==> config.mk <==
export PLATFORM = sky130hd
export DESIGN_NAME = dmem_port_arbiter_flat
export DESIGN_NICKNAME = d
export VERILOG_FILES = /design/src/rtl/dmem_port_arbiter_pkg.sv /design/src/rtl/dmem_port_arbiter_if.sv /design/src/rtl/dmem_port_arbiter_arb_pick.sv /design/src/rtl/dmem_port_arbiter.sv /design/src/flat_wrapper.sv
export SDC_FILE = /design/constraint.sdc
export NUM_CORES = 1
export LEC_CHECK = 0
export BUFFER_PORTS_ARGS = -buffer_cell sky130_fd_sc_hd__buf_2
export CAP_MARGIN = 20
export CORE_UTILIZATION = 52
export CTS_BUF_LIST = sky130_fd_sc_hd__clkbuf_8
export DETAILED_ROUTE_END_ITERATION = 8
export GPL_TIMING_DRIVEN = 0
export PLACE_DENSITY = 0.88
export SLEW_MARGIN = 20
export SYNTH_ARGS = -nofsm -noshare
export SYNTH_HDL_FRONTEND = slang
export SYNTH_SLANG_ARGS = --single-unit
==> constraint.sdc <==
create_clock -name clk -period 4.5 [get_ports clk]
set_clock_uncertainty 0.15 [all_clocks]
set_input_delay 1.35 -clock clk [delete_from_list [all_inputs] [get_ports clk]]
set_output_delay 1.35 -clock clk [all_outputs]
set_load 0.05 [all_outputs]
==> src/rtl/dmem_port_arbiter_pkg.sv <==
// Shared types for the data-memory port arbiter: FSM states, grant owner, WAIT counter width.
// Optional statistics counters are enabled with the ARB_STATS_EN macro (see dmem_port_arbiter).
package dmem_arb_pkg;
    typedef enum logic [1:0] {IDLE, ISSUE, WAIT, DONE} arb_state_t;
    typedef enum logic {GNT_CPU, GNT_VGA} grant_t;
    localparam int LAT_W = 2;
endpackage

==> src/rtl/dmem_port_arbiter_if.sv <==
// Requester and memory-side signals of the arbiter, bundled for the CPU/VGA/DataMemory hookup.
// slave = arbiter view, master = environment view (requesters plus memory).
interface dmem_port_arbiter_if #(parameter int BUS = 32);
    logic           cpu_req;
    logic           cpu_we;
    logic [BUS-1:0] cpu_addr;
    logic [BUS-1:0] cpu_wdata;
    logic [BUS-1:0] cpu_rdata;
    logic           cpu_ack;
    logic           vga_req;
    logic           vga_urgent;
    logic [BUS-1:0] vga_addr;
    logic [BUS-1:0] vga_rdata;
    logic           vga_ack;
    logic [BUS-1:0] mem_addr;
    logic [BUS-1:0] mem_wdata;
    logic           mem_re;
    logic           mem_we;
    logic [BUS-1:0] mem_rdata;

    modport slave (
        input  cpu_req, cpu_we, cpu_addr, cpu_wdata,
        output cpu_rdata, cpu_ack,
        input  vga_req, vga_urgent, vga_addr,
        output vga_rdata, vga_ack,
        output mem_addr, mem_wdata, mem_re, mem_we,
        input  mem_rdata
    );

    modport master (
        output cpu_req, cpu_we, cpu_addr, cpu_wdata,
        input  cpu_rdata, cpu_ack,
        output vga_req, vga_urgent, vga_addr,
        input  vga_rdata, vga_ack,
        input  mem_addr, mem_wdata, mem_re, mem_we,
        output mem_rdata
    );
endinterface

==> src/rtl/dmem_port_arbiter_arb_pick.sv <==
// Combinational winner selection: lone requester, anti-starvation, VGA urgency, then round-robin.
module arb_pick
    import dmem_arb_pkg::*;
(
    input  logic   cpu_req,
    input  logic   vga_req,
    input  logic   vga_urgent,
    input  logic   starve_hit,
    input  grant_t last_grant,
    output grant_t grant,
    output logic   any_req
);
    always_comb begin
        any_req = cpu_req | vga_req;
        grant   = GNT_CPU;
        if (vga_req && !cpu_req) begin
            grant = GNT_VGA;
        end else if (cpu_req && vga_req) begin
            if (starve_hit)
                grant = GNT_CPU;
            else if (vga_urgent)
                grant = GNT_VGA;
            else
                grant = (last_grant == GNT_CPU) ? GNT_VGA : GNT_CPU;
        end
    end
endmodule

==> src/rtl/dmem_port_arbiter.sv <==
// Single-port data-memory arbiter between CPU load/store and VGA framebuffer fetch.
// Define ARB_STATS_EN to add grant/conflict statistics outputs.
module dmem_port_arbiter
    import dmem_arb_pkg::*;
#(
    parameter int BUS        = 32,
    parameter int MEM_LAT    = 1,
    parameter int STARVE_MAX = 8
) (
    input  logic                clk,
    input  logic                reset,
    dmem_port_arbiter_if.slave  bus_if
`ifdef ARB_STATS_EN
    ,
    output logic [31:0]         stat_cpu_grants,
    output logic [31:0]         stat_vga_grants,
    output logic [31:0]         stat_conflicts
`endif
);
    localparam int               SC_W      = $clog2(STARVE_MAX + 1);
    localparam logic [LAT_W-1:0] WAIT_LOAD = LAT_W'((MEM_LAT > 1) ? MEM_LAT - 2 : 0);

    arb_state_t       r_state, w_state_nxt;
    grant_t           r_grant, r_last_grant, w_grant;
    logic             w_any_req, w_starve_hit, w_do_grant, w_do_done;
    logic [SC_W-1:0]  r_starve_cnt;
    logic [LAT_W-1:0] r_wait_cnt;
    logic             r_we;
    logic [BUS-1:0]   r_mem_addr, r_mem_wdata, r_cpu_rdata, r_vga_rdata;
    logic             r_mem_re, r_mem_we, r_cpu_ack, r_vga_ack;

    assign w_starve_hit = (r_starve_cnt >= SC_W'(STARVE_MAX));

    arb_pick u_pick (
        .cpu_req    (bus_if.cpu_req),
        .vga_req    (bus_if.vga_req),
        .vga_urgent (bus_if.vga_urgent),
        .starve_hit (w_starve_hit),
        .last_grant (r_last_grant),
        .grant      (w_grant),
        .any_req    (w_any_req)
    );

    always_ff @(posedge clk or negedge reset) begin
        if (!reset) r_state <= IDLE;
        else        r_state <= w_state_nxt;
    end

    always_comb begin
        w_state_nxt = r_state;
        w_do_grant  = 1'b0;
        w_do_done   = 1'b0;
        case (r_state)
            IDLE: if (w_any_req) begin
                w_state_nxt = ISSUE;
                w_do_grant  = 1'b1;
            end
            ISSUE: if (MEM_LAT > 1) begin
                w_state_nxt = WAIT;
            end else begin
                w_state_nxt = DONE;
                w_do_done   = 1'b1;
            end
            WAIT: if (r_wait_cnt == '0) begin
                w_state_nxt = DONE;
                w_do_done   = 1'b1;
            end
            DONE:    w_state_nxt = IDLE;
            default: w_state_nxt = IDLE;
        endcase
    end

    // Outputs are loaded on the edge entering the state that shows them, so
    // strobes appear in ISSUE and ack/rdata appear together in DONE.
    always_ff @(posedge clk or negedge reset) begin
        if (!reset) begin
            r_grant      <= GNT_CPU;
            r_last_grant <= GNT_VGA;
            r_starve_cnt <= '0;
            r_wait_cnt   <= '0;
            r_we         <= 1'b0;
            r_mem_addr   <= '0;
            r_mem_wdata  <= '0;
            r_mem_re     <= 1'b0;
            r_mem_we     <= 1'b0;
            r_cpu_rdata  <= '0;
            r_vga_rdata  <= '0;
            r_cpu_ack    <= 1'b0;
            r_vga_ack    <= 1'b0;
        end else begin
            r_mem_re  <= 1'b0;
            r_mem_we  <= 1'b0;
            r_cpu_ack <= 1'b0;
            r_vga_ack <= 1'b0;

            if (r_state == ISSUE) begin
                r_mem_addr  <= '0;
                r_mem_wdata <= '0;
                r_wait_cnt  <= WAIT_LOAD;
            end else if (r_state == WAIT && r_wait_cnt != '0) begin
                r_wait_cnt  <= r_wait_cnt - LAT_W'(1);
            end

            if (w_do_grant) begin
                r_grant      <= w_grant;
                r_last_grant <= w_grant;
                if (w_grant == GNT_CPU) begin
                    r_we        <= bus_if.cpu_we;
                    r_mem_addr  <= bus_if.cpu_addr;
                    r_mem_wdata <= bus_if.cpu_wdata;
                    r_mem_re    <= !bus_if.cpu_we;
                    r_mem_we    <= bus_if.cpu_we;
                end else begin
                    r_we        <= 1'b0;
                    r_mem_addr  <= bus_if.vga_addr;
                    r_mem_wdata <= '0;
                    r_mem_re    <= 1'b1;
                end
            end

            if (r_state == IDLE) begin
                if (!bus_if.cpu_req)
                    r_starve_cnt <= '0;
                else if (w_do_grant && w_grant == GNT_CPU)
                    r_starve_cnt <= '0;
                else if (w_do_grant && !w_starve_hit)
                    r_starve_cnt <= r_starve_cnt + SC_W'(1);
            end

            if (w_do_done) begin
                if (r_grant == GNT_CPU) begin
                    r_cpu_ack <= 1'b1;
                    if (!r_we) r_cpu_rdata <= bus_if.mem_rdata;
                end else begin
                    r_vga_ack   <= 1'b1;
                    r_vga_rdata <= bus_if.mem_rdata;
                end
            end
        end
    end

    assign bus_if.mem_addr  = r_mem_addr;
    assign bus_if.mem_wdata = r_mem_wdata;
    assign bus_if.mem_re    = r_mem_re;
    assign bus_if.mem_we    = r_mem_we;
    assign bus_if.cpu_rdata = r_cpu_rdata;
    assign bus_if.cpu_ack   = r_cpu_ack;
    assign bus_if.vga_rdata = r_vga_rdata;
    assign bus_if.vga_ack   = r_vga_ack;

`ifdef ARB_STATS_EN
    logic [31:0] r_stat_cpu, r_stat_vga, r_stat_conf;

    always_ff @(posedge clk or negedge reset) begin
        if (!reset) begin
            r_stat_cpu  <= '0;
            r_stat_vga  <= '0;
            r_stat_conf <= '0;
        end else if (w_do_grant) begin
            if (w_grant == GNT_CPU) r_stat_cpu <= r_stat_cpu + 32'd1;
            else                    r_stat_vga <= r_stat_vga + 32'd1;
            if (bus_if.cpu_req && bus_if.vga_req)
                r_stat_conf <= r_stat_conf + 32'd1;
        end
    end

    assign stat_cpu_grants = r_stat_cpu;
    assign stat_vga_grants = r_stat_vga;
    assign stat_conflicts  = r_stat_conf;
`endif
endmodule

==> src/flat_wrapper.sv <==
// flat-port wrapper written by rule: the top's interface ports become plain ports
module dmem_port_arbiter_flat import dmem_arb_pkg::*;
#(
    parameter int BUS        = 32,
    parameter int MEM_LAT    = 1,
    parameter int STARVE_MAX = 8
)
  (clk, reset, bus_if_cpu_req, bus_if_cpu_we, bus_if_cpu_addr, bus_if_cpu_wdata, bus_if_cpu_rdata, bus_if_cpu_ack, bus_if_vga_req, bus_if_vga_urgent, bus_if_vga_addr, bus_if_vga_rdata, bus_if_vga_ack, bus_if_mem_addr, bus_if_mem_wdata, bus_if_mem_re, bus_if_mem_we, bus_if_mem_rdata);
  dmem_port_arbiter_if #(.BUS(BUS)) bus_if_i ();
  input  logic clk;
  input  logic reset;
  input wire logic [$bits(bus_if_i.cpu_req)-1:0] bus_if_cpu_req;
  input wire logic [$bits(bus_if_i.cpu_we)-1:0] bus_if_cpu_we;
  input wire logic [$bits(bus_if_i.cpu_addr)-1:0] bus_if_cpu_addr;
  input wire logic [$bits(bus_if_i.cpu_wdata)-1:0] bus_if_cpu_wdata;
  output wire logic [$bits(bus_if_i.cpu_rdata)-1:0] bus_if_cpu_rdata;
  output wire logic [$bits(bus_if_i.cpu_ack)-1:0] bus_if_cpu_ack;
  input wire logic [$bits(bus_if_i.vga_req)-1:0] bus_if_vga_req;
  input wire logic [$bits(bus_if_i.vga_urgent)-1:0] bus_if_vga_urgent;
  input wire logic [$bits(bus_if_i.vga_addr)-1:0] bus_if_vga_addr;
  output wire logic [$bits(bus_if_i.vga_rdata)-1:0] bus_if_vga_rdata;
  output wire logic [$bits(bus_if_i.vga_ack)-1:0] bus_if_vga_ack;
  output wire logic [$bits(bus_if_i.mem_addr)-1:0] bus_if_mem_addr;
  output wire logic [$bits(bus_if_i.mem_wdata)-1:0] bus_if_mem_wdata;
  output wire logic [$bits(bus_if_i.mem_re)-1:0] bus_if_mem_re;
  output wire logic [$bits(bus_if_i.mem_we)-1:0] bus_if_mem_we;
  input wire logic [$bits(bus_if_i.mem_rdata)-1:0] bus_if_mem_rdata;
  assign bus_if_i.cpu_req = bus_if_cpu_req;
  assign bus_if_i.cpu_we = bus_if_cpu_we;
  assign bus_if_i.cpu_addr = bus_if_cpu_addr;
  assign bus_if_i.cpu_wdata = bus_if_cpu_wdata;
  assign bus_if_cpu_rdata = bus_if_i.cpu_rdata;
  assign bus_if_cpu_ack = bus_if_i.cpu_ack;
  assign bus_if_i.vga_req = bus_if_vga_req;
  assign bus_if_i.vga_urgent = bus_if_vga_urgent;
  assign bus_if_i.vga_addr = bus_if_vga_addr;
  assign bus_if_vga_rdata = bus_if_i.vga_rdata;
  assign bus_if_vga_ack = bus_if_i.vga_ack;
  assign bus_if_mem_addr = bus_if_i.mem_addr;
  assign bus_if_mem_wdata = bus_if_i.mem_wdata;
  assign bus_if_mem_re = bus_if_i.mem_re;
  assign bus_if_mem_we = bus_if_i.mem_we;
  assign bus_if_i.mem_rdata = bus_if_mem_rdata;
  dmem_port_arbiter #(.BUS(BUS), .MEM_LAT(MEM_LAT), .STARVE_MAX(STARVE_MAX)) u_core (.clk(clk), .reset(reset), .bus_if(bus_if_i));
endmodule
# After elaboration in Yosys (flattened, before gate mapping)
# Cells that the tools add are included.
# W data, S select, Z words.
# op_classes
n_addsub,2
magnitude_cmp,1
n_eq_ne,6
mux,30
n_bitwise,4
n_reduce_logical,17
# op_table
cell,count
$mux W32,5
$mux W1,16
$mux W4,3
$mux W2,4
$pmux W2 S4,1
$reduce_and A2 Y1,3
$reduce_bool A2 Y1,3
$logic_and A1 B1 Y1,5
$add A4 B1 Y4 const B,1
$eq A2 B2 Y1 const B,2
$ge A4 B4 Y1 const B,1
$logic_not A2 Y1,2
$logic_not A1 Y1,3
$ne A3 B1 Y1 const B,1
$not A1 Y1,3
$reduce_and A3 Y1,1
$eq A2 B1 Y1 const B,1
$ne A2 B1 Y1 const B,1
$ne A2 B2 Y1 const B,1
$pmux W1 S2,1
$sub A2 B1 Y2 const B,1
$or A1 B1 Y1,1
# totals
regBits,143
input_bits,134
output_inout_bits,132
elab_cells,74

# Longest topological paths before layout
# depth
word_depth,9
mapped_depth,8
depth_no_buf,6

# By module
# From an unflattened synthesis, not the netlist that was laid out.
# hier_totals
cells_unflattened,418
area_unflattened_um2,5746.8
# modules_own_cells
module,instances,cells_each,area_per_inst_um2,seq_area_each_um2
dmem_port_arbiter,1,414,5723.0,3579.7
arb_pick,1,4,23.8,0.0

# Worst setup path after synthesis
# OpenSTA, ideal clock, no wires.
# synth_path
path_type,input -> register
start,input bus_if_vga_urgent
end,register u_core.r_mem_wdata[10] (netlist: u_core.bus_if.mem_wdata[10])
setup_time_ns,0.067
t_arrival_ns,2.247
required_time_ns,4.283
setup_slack_ns,2.036
cell_stages,5
path_buffers,2
path_cell_list,nand2b_1 a21oi_1 buf_2 buf_2 a22o_1
# synth_via
elab_chain_len,6
# synth_lines
item,line,rtl
"start, declared",flat_wrapper.sv:19,input wire logic [$bits(bus_if_i.vga_urgent)-1:0] bus_if_vga_urgent;
$mux W1,dmem_port_arbiter_arb_pick.sv:21,else if (vga_urgent)
$mux W1,dmem_port_arbiter_arb_pick.sv:19,if (starve_hit)
$mux W1,dmem_port_arbiter_arb_pick.sv:18,end else if (cpu_req && vga_req) begin
$mux W1,dmem_port_arbiter_arb_pick.sv:16,if (vga_req && !cpu_req) begin
$mux W32,dmem_port_arbiter.sv:107,if (w_grant == GNT_CPU) begin
$mux W32,dmem_port_arbiter.sv:104,if (w_do_grant) begin
"end signal, assigned",dmem_port_arbiter.sv:110,r_mem_wdata <= bus_if.cpu_wdata;
"end, declared",dmem_port_arbiter.sv:29,"logic [BUS-1:0] r_mem_addr, r_mem_wdata, r_cpu_rdata, r_vga_rdata;"
# Every way passes these cells.
# A chain may end at the register's enable or synchronous reset.

# Final worst setup path
# layout_path
start,register u_core.r_cpu_rdata[1] (netlist: u_core.bus_if.cpu_rdata[1])
end,output bus_if_cpu_rdata[1]
# layout_lines
item,line,rtl
"start, declared",dmem_port_arbiter.sv:29,
"start signal, assigned",dmem_port_arbiter.sv:133,if (!r_we) r_cpu_rdata <= bus_if.mem_rdata;
"end, declared",flat_wrapper.sv:16,output wire logic [$bits(bus_if_i.cpu_rdata)-1:0] bus_if_cpu_rdata;
# No word-level cell between the ends.

==> impl_metrics.json <==
{
  "status": "finished, final reports clean",
  "dp_hpwl_um": 11700,
  "fin_crit_sh": 0.578,
  "clockBufferDepth": 2,
  "initial_utilization": 0.532,
  "worstPathRequired_ns": 3.00,
  "ys.flop_type": "dfrtp_1",
  "die_x_um": 107,
  "vias": 4585,
  "multi_input_area_um2": 1980,
  "period_needed_ns": 2.60,
  "port_buffers": 265,
  "synthArstFlopShare": 1.00,
  "rrSetupSlack_ns": 2.20,
  "avgRoutedWirePerCell_um": 18.1,
  "max_freq_mhz": 385,
  "worst_path_dominant_cell_family": "flip-flops",
  "yosysWarnings": 0,
  "yosysSeqAreaShare": 0.623,
  "drt_first_pass_iters": 4,
  "drt_iter0_drc": 297,
  "die_y_um": 107,
  "synth_seq_cells": 143,
  "fp-row-count": 38,
  "syn_area_um2": 5750,
  "synth_cell_type_count": 30,
  "avgViaCountPerCell": 5.31,
  "cts_buffers": 17,
  "min_to": "u_core.r_we$_DFFE_PN0N_",
  "insertion_delay_ns": 0.45,
  "cpPeakStageDelay_ns": 0.38,
  "post_cts_resized": 0,
  "fill_cells": 711,
  "cts-root-buf": "clkbuf_8",
  "core_um2": 10800,
  "synth_common_cells": "dfrtp_1, nor2_1, mux2_2, a221oi_1, a22o_1",
  "tightest_slew_ns": 0.526,
  "slew_headroom": 0.649,
  "tritoncts": "built",
  "antenna_left": 0,
  "die_area_um2": 11500,
  "crit_fanout": 2,
  "synth_cells": 424,
  "grt_pass1_vias": 4606,
  "crit_arrival_ns": 1.10,
  "grt_use_total": 0.276,
  "yosysTopAreaCell": "dfrtp_1",
  "drive_gt1_frac": 0.524,
  "antenna_found_initial": 3,
  "timing_worst_setup_path_type": "flop to output port",
  "grt_overflow": 0,
  "critPathCaptureType": "output port",
  "post-cts-setup-buffers": 0,
  "cp_cell_sequence": "buf_2",
  "hp-class": "flop to flop",
  "hold_viol": 0,
  "route.detailed.drc": 0,
  "report.final.slew_viol_count": 0,
  "rr_startpoint": "u_core.r_state[0]$_DFFE_PN0P_",
  "syn_to_final_growth_pct": 33.8,
  "regToRegEndpoint": "u_core.bus_if.mem_addr[8]$_DFFE_PN0P_",
  "hold_buffers": 0,
  "slowest_stage": "dfrtp_1",
  "synth_edf_count": 0,
  "syn_nets": 565,
  "min_path_cells": 1,
  "synth_area_per_cell_um2": 13.6,
  "clkTransAtPathRegs_ns": 0.08,
  "seq_area_um2": 3580,
  "place_congestion": 0.909,
  "synthTopCellsByArea": "dfrtp_1, mux2_4, mux2_2",
  "grt_setup_unrepaired": "no",
  "worst-path-buf-inv": 1,
  "grt_pass1_wl_um": 23500,
  "io_pins": 266,
  "grt_max_degree": 76,
  "drt_wl_total_um": 15700,
  "reg2reg_depth": 7,
  "yosysTopAreaCellShare": 0.618,
  "fin_tns_setup_ns": 0,
  "h-tree-depth": 4,
  "finalSetupViolations": 0,
  "final_nets": 850,
  "synth.most_common_cell": "dfrtp_1",
  "clock-sinks": 143,
  "cap_violations": 0,
  "holdCritStartpoint": "u_core.r_we$_DFFE_PN0N_",
  "startpoint_type": "flop"
}
==> metal layers <==
layer / GRT usage / vias up / wire length, um
met5: 0 / - / 0
li1: - / 2084 / -
met3: 0.109 / 28 / 1440
met4: 0.116 / 0 / 354
met2: 0.470 / 224 / 7720
met1: 0.308 / 2249 / 6160
==> worst max path at each step <==
stage                                            from  cells after the start  slack (ns)                                      end
3_3_place_gp                                    reset                      1        0.14  u_core.bus_if.cpu_rdata[11]$_DFFE_PN0P_
2_1_floorplan                       bus_if_vga_urgent                      5        2.04  u_core.bus_if.mem_wdata[10]$_DFFE_PN0P_
6_report       u_core.bus_if.cpu_rdata[1]$_DFFE_PN0P_                      1        1.90                      bus_if_cpu_rdata[1]
4_1_cts        u_core.bus_if.cpu_rdata[1]$_DFFE_PN0P_                      1        1.86                      bus_if_cpu_rdata[1]
3_5_place_dp                           bus_if_vga_req                      6        1.47    u_core.bus_if.mem_addr[8]$_DFFE_PN0P_
5_1_grt        u_core.bus_if.cpu_rdata[1]$_DFFE_PN0P_                      1        1.84                      bus_if_cpu_rdata[1]
==> layout by cell type, fill, tap and decap left out, types with 2 or more instances in the layout <==
master     count
nor2_1        70
mux2_2        35
nand2_1        5
a21oi_1        5
a221oi_1      32
o22ai_1        2
clkbuf_1       8
a22o_1        32
mux2_4        30
xnor2_1        2
clkbuf_8      22
a21o_1         3
buf_6          3
clkinv_2       2
buf_2        280
dfrtp_1      142
inv_1         15
nand3_1        2
nand2b_1       2
nor2b_1        4
o21ai_0        3
ha_1           7
diode_2        2
bufinv_16      2
==> area by class of cell <==
type / instances / area share
buffer: 28 / 0.0192
tap: 140 / 0.0228
inverter: 11 / 0.00537
clock inverter: 9 / 0.0120
timing repair buffer: 266 / 0.177
multi-input combinational: 242 / 0.257
antenna: 2 / 0.000651
clock buffer: 22 / 0.0394
sequential: 143 / 0.466
==> logic make-up after synthesis <==
| group | after synthesis | share of synthesized area |
|---|---|---|
| simple gates | 87 | 0.0618 |
| buf+inv | 39 | 0.0329 |
| fa+ha+maj | 7 | 0.0152 |
| mux | 66 | 0.149 |
| xor+xnor | 2 | 0.00305 |
| compound gates | 80 | 0.115 |
| flops | 143 | 0.623 |
==> flip-flops by register name, summed over array words and instances (netlist names) <==
name and count:
u_core.bus_if.mem_re 1, u_core.r_we 1, u_core.bus_if.mem_wdata 32, u_core.bus_if.cpu_rdata 32, u_core.r_grant 1, u_core.bus_if.vga_rdata 32, u_core.bus_if.vga_ack 1, u_core.bus_if.cpu_ack 1
u_core.bus_if.mem_we 1, u_core.r_starve_cnt 4, u_core.r_last_grant 1, u_core.r_wait_cnt 2, u_core.r_state 2, u_core.bus_if.mem_addr 32
==> per-stage QoR <==
step           std cells  worst slack [ns]  area [um^2]  utilization  hold slack [ns]
3_5_place_dp         830              1.47         7280        0.675            0.322
3_3_place_gp         829             0.137         7250        0.671            0.314
5_1_grt              863              1.84         7680        0.712            0.358
4_1_cts              861              1.86         7680        0.712            0.336
2_1_floorplan        424              2.04         5750            -            0.288
6_report             863              1.90         7680        0.712            0.337
Power is left out: the tool's default activity adds up to more than one toggle a clock period on the data nets, which glitch-free logic cannot reach.
